$ cat src/rtl/axil_mem_slave.sv
// AXI4-Lite slave RAM: independent write and read state machines sharing one clock,
// byte-strobed writes, single-beat reads, SLVERR for word indices at or beyond DEPTH.
module axil_mem_slave #(
  parameter int DATA_WIDTH = 32,
  parameter int ADDR_WIDTH = 8,
  parameter int DEPTH      = 48
) (
  input  logic                    s_axi_aclk,
  input  logic                    s_axi_areset,
  input  logic [ADDR_WIDTH-1:0]   s_axi_awaddr,
  input  logic                    s_axi_awvalid,
  output logic                    s_axi_awready,
  input  logic [DATA_WIDTH-1:0]   s_axi_wdata,
  input  logic [DATA_WIDTH/8-1:0] s_axi_wstrb,
  input  logic                    s_axi_wvalid,
  output logic                    s_axi_wready,
  output logic                    s_axi_bresp,
  output logic                    s_axi_bvalid,
  input  logic                    s_axi_bready,
  input  logic [ADDR_WIDTH-1:0]   s_axi_araddr,
  input  logic                    s_axi_arvalid,
  output logic                    s_axi_arready,
  output logic [DATA_WIDTH-1:0]   s_axi_rdata,
  output logic                    s_axi_rresp,
  output logic                    s_axi_rvalid,
  input  logic                    s_axi_rready
);

  localparam int STRB_W = DATA_WIDTH / 8;
  localparam int IDX_W  = ADDR_WIDTH - 2;
  localparam int MEM_AW = (DEPTH > 1) ? $clog2(DEPTH) : 1;

  typedef enum logic [2:0] {
    W_IDLE,
    W_WAIT_DATA,
    W_WAIT_ADDR,
    W_COMMIT,
    W_RESP
  } w_state_t;

  typedef enum logic [1:0] {
    R_IDLE,
    R_FETCH,
    R_RESP
  } r_state_t;

  w_state_t              w_state;
  r_state_t              r_state;
  logic [IDX_W-1:0]      wr_idx;
  logic [IDX_W-1:0]      rd_idx;
  logic [DATA_WIDTH-1:0] wr_data;
  logic [STRB_W-1:0]     wr_strb;
  logic [DATA_WIDTH-1:0] mem [DEPTH];

  logic aw_hs, w_hs, ar_hs;
  logic wr_in_range, rd_in_range;

  // Byte-offset bits never select anything; fold them away explicitly.
  logic unused_addr_bits;
  assign unused_addr_bits = ^{s_axi_awaddr[1:0], s_axi_araddr[1:0]};

  function automatic logic idx_in_range(input logic [IDX_W-1:0] idx);
    return {1'b0, idx} < (IDX_W + 1)'(DEPTH);
  endfunction

  assign aw_hs       = s_axi_awvalid & s_axi_awready;
  assign w_hs        = s_axi_wvalid & s_axi_wready;
  assign ar_hs       = s_axi_arvalid & s_axi_arready;
  assign wr_in_range = idx_in_range(wr_idx);
  assign rd_in_range = idx_in_range(rd_idx);

  // NOTE: all state and outputs use non-blocking assignments so every register
  // samples pre-edge values; blocking here would make order of statements matter.
  always_ff @(posedge s_axi_aclk or posedge s_axi_areset) begin
    if (s_axi_areset) begin
      w_state       <= W_IDLE;
      s_axi_awready <= 1'b0;
      s_axi_wready  <= 1'b0;
      s_axi_bvalid  <= 1'b0;
      s_axi_bresp   <= 1'b0;
      wr_idx        <= '0;
      wr_data       <= '0;
      wr_strb       <= '0;
    end else begin
      case (w_state)
        W_IDLE: begin
          if (aw_hs) wr_idx <= s_axi_awaddr[ADDR_WIDTH-1:2];
          if (w_hs) begin
            wr_data <= s_axi_wdata;
            wr_strb <= s_axi_wstrb;
          end
          if (aw_hs && w_hs) begin
            w_state       <= W_COMMIT;
            s_axi_awready <= 1'b0;
            s_axi_wready  <= 1'b0;
          end else if (aw_hs) begin
            w_state       <= W_WAIT_DATA;
            s_axi_awready <= 1'b0;
            s_axi_wready  <= 1'b1;
          end else if (w_hs) begin
            w_state       <= W_WAIT_ADDR;
            s_axi_awready <= 1'b1;
            s_axi_wready  <= 1'b0;
          end else begin
            // Also raises the readies on the first edge after reset release.
            s_axi_awready <= 1'b1;
            s_axi_wready  <= 1'b1;
          end
        end
        W_WAIT_DATA: begin
          if (w_hs) begin
            wr_data      <= s_axi_wdata;
            wr_strb      <= s_axi_wstrb;
            w_state      <= W_COMMIT;
            s_axi_wready <= 1'b0;
          end
        end
        W_WAIT_ADDR: begin
          if (aw_hs) begin
            wr_idx        <= s_axi_awaddr[ADDR_WIDTH-1:2];
            w_state       <= W_COMMIT;
            s_axi_awready <= 1'b0;
          end
        end
        W_COMMIT: begin
          s_axi_bvalid <= 1'b1;
          s_axi_bresp  <= ~wr_in_range;
          w_state      <= W_RESP;
        end
        W_RESP: begin
          if (s_axi_bready) begin
            s_axi_bvalid  <= 1'b0;
            s_axi_bresp   <= 1'b0;
            s_axi_awready <= 1'b1;
            s_axi_wready  <= 1'b1;
            w_state       <= W_IDLE;
          end
        end
        default: w_state <= W_IDLE;
      endcase
    end
  end

  // NOTE: the RAM array has no reset; clearing it would force it into flops and
  // its contents are undefined until written anyway.
  always_ff @(posedge s_axi_aclk) begin
    if (w_state == W_COMMIT && wr_in_range) begin
      for (int b = 0; b < STRB_W; b++) begin
        if (wr_strb[b]) mem[wr_idx[MEM_AW-1:0]][8*b +: 8] <= wr_data[8*b +: 8];
      end
    end
  end

  // A same-edge write to the fetched word lands after this read samples it,
  // so a colliding read returns the pre-write value.
  always_ff @(posedge s_axi_aclk or posedge s_axi_areset) begin
    if (s_axi_areset) begin
      r_state       <= R_IDLE;
      s_axi_arready <= 1'b0;
      s_axi_rvalid  <= 1'b0;
      s_axi_rresp   <= 1'b0;
      s_axi_rdata   <= '0;
      rd_idx        <= '0;
    end else begin
      case (r_state)
        R_IDLE: begin
          if (ar_hs) begin
            rd_idx        <= s_axi_araddr[ADDR_WIDTH-1:2];
            s_axi_arready <= 1'b0;
            r_state       <= R_FETCH;
          end else begin
            s_axi_arready <= 1'b1;
          end
        end
        R_FETCH: begin
          s_axi_rdata  <= rd_in_range ? mem[rd_idx[MEM_AW-1:0]] : '0;
          s_axi_rresp  <= ~rd_in_range;
          s_axi_rvalid <= 1'b1;
          r_state      <= R_RESP;
        end
        R_RESP: begin
          if (s_axi_rready) begin
            s_axi_rvalid  <= 1'b0;
            s_axi_arready <= 1'b1;
            r_state       <= R_IDLE;
          end
        end
        default: r_state <= R_IDLE;
      endcase
    end
  end

endmodule

$ cat config.mk
export PLATFORM = sky130hd
export DESIGN_NAME = axil_mem_slave
export DESIGN_NICKNAME = d
export VERILOG_FILES = /design/src/rtl/axil_mem_slave.sv
export SDC_FILE = /design/constraint.sdc
export NUM_CORES = 2
export LEC_CHECK = 0
export ABC_CLOCK_PERIOD_IN_PS = 3060
export CORE_MARGIN = 2
export CORE_UTILIZATION = 50
export CTS_CLUSTER_DIAMETER = 150
export DETAILED_ROUTE_END_ITERATION = 6
export PLACE_DENSITY = 0.76
export SETUP_SLACK_MARGIN = 0.2
export SLEW_MARGIN = 20
export SYNTH_ARGS = -nofsm -noshare
export SYNTH_HDL_FRONTEND = slang
export SYNTH_SLANG_ARGS = --single-unit
$ cat constraint.sdc
create_clock -name s_axi_aclk -period 3.06 [get_ports s_axi_aclk]
set_clock_uncertainty 0.15 [all_clocks]
set_input_delay 0.459 -clock s_axi_aclk [delete_from_list [all_inputs] [get_ports s_axi_aclk]]
set_output_delay 0.459 -clock s_axi_aclk [all_outputs]
set_load 0.05 [all_outputs]
; ---- Yosys cells after proc, flatten, opt, wreduce, memory -nomap -nowiden
; Memories as Yosys holds them, arrays and structs flattened.
; Index checks and enable logic that the tools add are counted.
[op_classes]
n_reduce_logical = 21
magnitude_cmp = 2
n_mux = 41
bitwise = 5
eq_ne = 12
[op_table]
columns = op, n
row1 = 32-bit two-way mux, 1
row2 = 1-bit two-way mux, 24
row3 = 3-bit two-way mux, 6
row4 = 3-bit one-hot mux with 5 select lines, 1
row5 = 2-bit AND reduction, 7
row6 = "6-bit less-than comparator, second input constant", 2
row7 = "2-bit != test, second input constant", 5
row8 = 1-bit one-hot mux with 2 select lines, 4
row9 = "3-bit by 2-bit equality test with 1-bit output, second input constant", 2
row10 = 1-bit one-hot mux with 3 select lines, 2
row11 = 2-bit one-hot mux with 3 select lines, 1
row12 = 3-bit AND reduction, 2
row13 = 2-bit nonzero test, 3
row14 = 3-bit nonzero test, 2
row15 = 2-bit two-way mux, 2
row16 = "4-bit != test, second input constant", 1
row17 = 4-bit AND reduction, 1
row18 = 2-bit OR reduction, 2
row19 = 1-bit AND, 3
row20 = "3-bit by 1-bit equality test with 1-bit output, second input constant", 1
row21 = "3-bit equality test, second input constant", 1
row22 = 3-bit logical NOT, 1
row23 = "2-bit by 1-bit equality test with 1-bit output, second input constant", 1
row24 = "2-bit equality test, second input constant", 1
row25 = 3 further kinds, 5
[totals]
wordCells = 96
memories = 1
output_inout_bits = 39
mem_bits_rw = 1536
reg_bits = 92
[mem_list]
columns = name, words, width, rd, rd_clocked_by_memory_dff, write_ports, line
row1 = mem, 48, 32, 1, 0, 1, 53  ; logic [DATA_WIDTH-1:0] mem [DEPTH];

; ---- Logic depth before layout (Yosys ltp)
[depth]
depth_word = 5
depth_mapped = 9
depth_no_buf = 5

; ---- Worst setup path before layout
; Ideal clock, no wire load.
[synth_timing]
path_type = flip-flop to flip-flop
from = reg w_state[2]
to = mem mem[33][16], enable pin
arrival_time_ns = 1.968
required_ns = 2.540
setup_ns = 0.370
slack_ns = 0.572
stages_incl_launch_ff = 9
period_less_slack_ns = 2.488
n_path_buf = 3
path_cell_list = dfrtp_1 -> clkbuf_1 -> nor2b_1 -> nand2_1 -> a21oi_1 -> nand2_1 -> clkbuf_1 -> clkbuf_1 -> nor2_1
[synth_via]
elab_chain_cells = 4
[synth_rtl]
columns = element, line
row1 = from (decl), 47  ; w_state_t w_state;
row2 = from (signal assigned), 76  ; w_state <= W_IDLE;
row3 = from (signal assigned), 93  ; w_state <= W_COMMIT;
row4 = from (signal assigned), 97  ; w_state <= W_WAIT_DATA;
row5 = 3-bit by 2-bit equality test with 1-bit output, 147  ; if (w_state == W_COMMIT && wr_in_range) begin
row6 = 1-bit logical AND, 147
row7 = 1-bit two-way mux, 147
row8 = 1-bit two-way mux (implied by the code), 149  ; if (wr_strb[b]) mem[wr_idx[MEM_AW-1:0]][8*b +: 8] <= wr_data[8*b +: 8];
row9 = to (decl), 53
; No other way between the ends.

; ---- Worst setup path after layout
[layout_timing]
from = reg s_axi_rdata[8]
to = out s_axi_rdata[8]
[layout_lines]
columns = element, line
row1 = from (decl), 23  ; output logic [DATA_WIDTH-1:0] s_axi_rdata,
row2 = from (signal assigned), 176  ; s_axi_rdata <= rd_in_range ? mem[rd_idx[MEM_AW-1:0]] : '0;
; No word-level cell between the ends.

==> impl_metrics.yaml <==
status:
  status: "finished clean"
power:
  internal_power_mw: 46.39
  peakVddDrop_uv: 693.3
  p_sw_mw: 23.44
  swShare_pct: 33.57
  power.share.clock_pct: 26.3
  p_seq_share_pct: 43.6
  p_leak_nw: 24.14
  p_comb_share_pct: 30.1
  power.density_nw_per_um2: 947.0
critical_path:
  critPathMaxStageDelay_ns: 0.87
  crit_fanout: 5
  worst_ep_required_time_ns: 2.45
  reg2reg_to: "s_axi_rdata[9]"
  cp_slowest_cell: "clkdlybuf4s50_1"
  cp.buffers_inverters: 1
  regToRegSetupSlack_ns: 0.26
  cp-end-kind: "output pin"
  reg2reg_depth: 7
  crit_chain: "clkdlybuf4s50_1"
  crit_start: "s_axi_rdata[8]"
  path_class: "register to output pin"
  worstPathArrival_ns: 2.21
  reg2reg_from: "rd_idx[0]"
  startpoint_type: "register"
  path_delay_family: "buffers and inverters"
detailed_routing:
  vias: 34940
  via_per_inst: 6.327
  routed_wirelength_mm: 171.3
  dr.first_iter.drc_count: 4747
  wl_per_cell_um: 31.02
  drc_errors: 0
  dr.pass1.iters: 6
  ant_nets: 0
layout:
  num-fill-cells: 8930
  drive_gt1_share_pct: 23.46
  syn_to_final_growth_pct: 14.97
  design_area_um2: 73740
  fin_nets: 3785
synthesis:
  ys_seq_area_share_pct: 75.50
  synth_top_area_share_pct: 71.91
  ys_ff_latch: 1628
  synth.avg_cell_area_um2: 19.13
  yosys-top-cells-area: "edfxtp_1, mux4_2, dfrtp_1, mux2i_1, mux2_1"
  syn_inst: 3352
  synth-edff-count: 1536
  yosys_warnings: 0
  netlist_area_um2: 64140
  async_flop_share_pct: 5.651
  synth_top_area_cell: "edfxtp_1"
  synth_nets: 3411
  yosysUniqueCellTypes: 52
  ys.flop_type: "edfxtp_1"
sta:
  finalHoldWorstSlack_ns: 0.1130
  slew_headroom_pct: 23.60
  worst_pin_slew_ns: 1.146
  final-hold-violation-count: 0
  rsz0062_at_grt: "true"
  fin_crit_sh_pct: 92.11
  period_needed_ns: 2.819
  tns_ns: 0
  setup_viol: 0
  max_clock_freq_mhz: 354.8
  setup_ws_ns: 0.2414
  slew_viol_final: 0
die:
  dieArea_um2: 131200
  fp.dieW_um: 362.2
  start_util_pct: 50.36
  die_height_um: 362.2
  row_count: 131
  core_area_um2: 127400
  io_pins: 98
hold_path:
  whs_path_depth: 2
  worstHoldEndpoint: "wr_strb[0]"
  hold_start: "s_axi_wstrb[0]"
  hold_path_class: "input pin to register"
cts:
  ctsRootBufferMaster: "clkbuf_16"
  cts_setup_buffers: 0
  cts_buffers: 152
  cts_tree: "yes"
  cts.path.max_buffers: 3
  cts.sinks: 1628
  htreeDepth: 4
  clkLatencyLatePin_ns: 0.81
  path_clk_slew_ns: 0.06
run:
  cap_violations: 0
global_route:
  grt_pass1_vias: 35230
  grt_use_total_pct: 26.26
  antenna_found_initial: 9
  grt_start_max_net_pins: 65
  grt_pass1_wl_mm: 244.9
  grt_overflow: 0
placed_design:
  hpwl_mm: 110.4
  port_buffers: 93
  gp_congestion: 0.9444
  dp_slack_ns: 0.3062
  placed_area_um2: 68900
==> cell usage after synthesis (22+ instances only) <==
master / number
o21ai_0: 31
mux2_2: 44
nand2_1: 152
nor2_1: 223
o2111ai_1: 27
a22o_1: 27
mux2_1: 90
a22oi_1: 47
edfxtp_1: 1536
buf_4: 46
nand3_1: 27
buf_2: 56
mux4_2: 259
o22ai_1: 55
buf_6: 22
clkbuf_1: 74
and3_1: 41
mux2i_1: 159
dfrtp_1: 92
nor3_1: 62
a211oi_1: 70
nor2b_1: 34
==> worst max path at each step <==
stage                                 to  slack, ns  cells past startpoint
after floorplan              mem[33][16]       0.57                      8
after global placement    s_axi_rdata[0]       0.36                      5
after detailed placement      mem[25][0]       0.31                      7
after CTS                 s_axi_rdata[6]       0.20                      1
after global routing         mem[17][18]       0.11                      4
final                     s_axi_rdata[8]       0.24                      1
==> area by class of cell <==
| class | instances | area [µm²] | area share [%] |
|---|---|---|---|
| tap | 1662 | 2079 | 2.820 |
| sequential | 1628 | 48450 | 65.70 |
| clock inverter | 56 | 461.7 | 0.6261 |
| antenna | 6 | 15.01 | 0.02036 |
| inverter | 6 | 26.28 | 0.03563 |
| multi-input combinational | 1511 | 14580 | 19.77 |
| clock buffer | 226 | 4347 | 5.895 |
| timing repair buffer | 427 | 3782 | 5.129 |
==> through the flow <==
step | instances | power (mW) | utilization, %
floorplan | 3352 | 43.08 | -
global placement | 5233 | 50.96 | 54.10
detailed placement | 5233 | 51.49 | 54.10
CTS | 5516 | 69.66 | 57.88
global route | 5516 | 71.70 | 57.89
finish | 5522 | 69.83 | 57.90
==> registers in the layout (all words and copies together) (netlist names) <==
| signal | cells |
|---|---|
| s_axi_rvalid | 1 |
| s_axi_wready | 1 |
| s_axi_bvalid | 1 |
| s_axi_arready | 1 |
| mem | 1536 |
| wr_idx | 6 |
| r_state | 2 |
| s_axi_bresp | 1 |
| rd_idx | 6 |
| w_state | 3 |
| s_axi_awready | 1 |
| wr_data | 32 |
| s_axi_rresp | 1 |
| wr_strb | 4 |
| s_axi_rdata | 32 |
==> layout by cell type, fill, tap and decap left out, types with 18 or more instances in the layout <==
cell type / count
edfxtp_1: 1536
buf_4: 305
mux4_2: 259
nor2_1: 220
mux2i_1: 159
clkbuf_16: 156
nand2_1: 148
mux2_1: 90
clkdlybuf4s50_1: 83
dfrtp_1: 80
a211oi_1: 70
nor3_1: 62
o22ai_1: 55
clkbuf_1: 52
a22oi_1: 47
mux2_2: 44
and3_1: 41
nor2b_1: 33
o21ai_0: 31
buf_12: 28
o2111ai_1: 27
nand3_1: 27
a22o_1: 27
nor3b_1: 20
clkinv_1: 19
clkinv_2: 18
clkbuf_8: 18
==> layer usage <==
layer	wire length (µm)	track usage [%]
met2	79830	40.44
met5	272	1.295
met1	62650	34.35
met3	19390	7.214
met4	9132	13.47
==> power groups by stage <==
stage / Clock (mW) / Sequential, mW / Combinational [mW]
after global routing: 19.3 / 30.6 / 21.9
final: 18.4 / 30.5 / 21.0
after global placement: 0 / 30.8 / 20.2
after CTS: 18.5 / 30.4 / 20.7
after floorplan: 0 / 31.1 / 12.0
after detailed placement: 0 / 30.9 / 20.6
==> worst register-to-register path, stage by stage, from the launching register on <==
cell	delay, ns
dfrtp_4	0.64
buf_12	0.32
nand3_1	0.50
buf_4	0.40
o22ai_1	0.23
nor3b_1	0.09
and3_1	0.17
a211oi_1	0.22
==> logic make-up after synthesis <==
family / count (synthesis) / synth area share [%]
buf+inv: 213 / 1.884
mux: 552 / 13.93
flops: 1628 / 75.50
compound gates: 346 / 4.223
simple gates: 613 / 4.461
==> timing repair <==
action | CTS | global route
hold buffers | 1 | 0
gates resized for setup | 9 | 4
endpoints found under the hold margin | 6 | 0
pin swaps | 0 | 0
endpoints found under the setup margin | 9 | 87
Power figures use the tool's default switching activity.
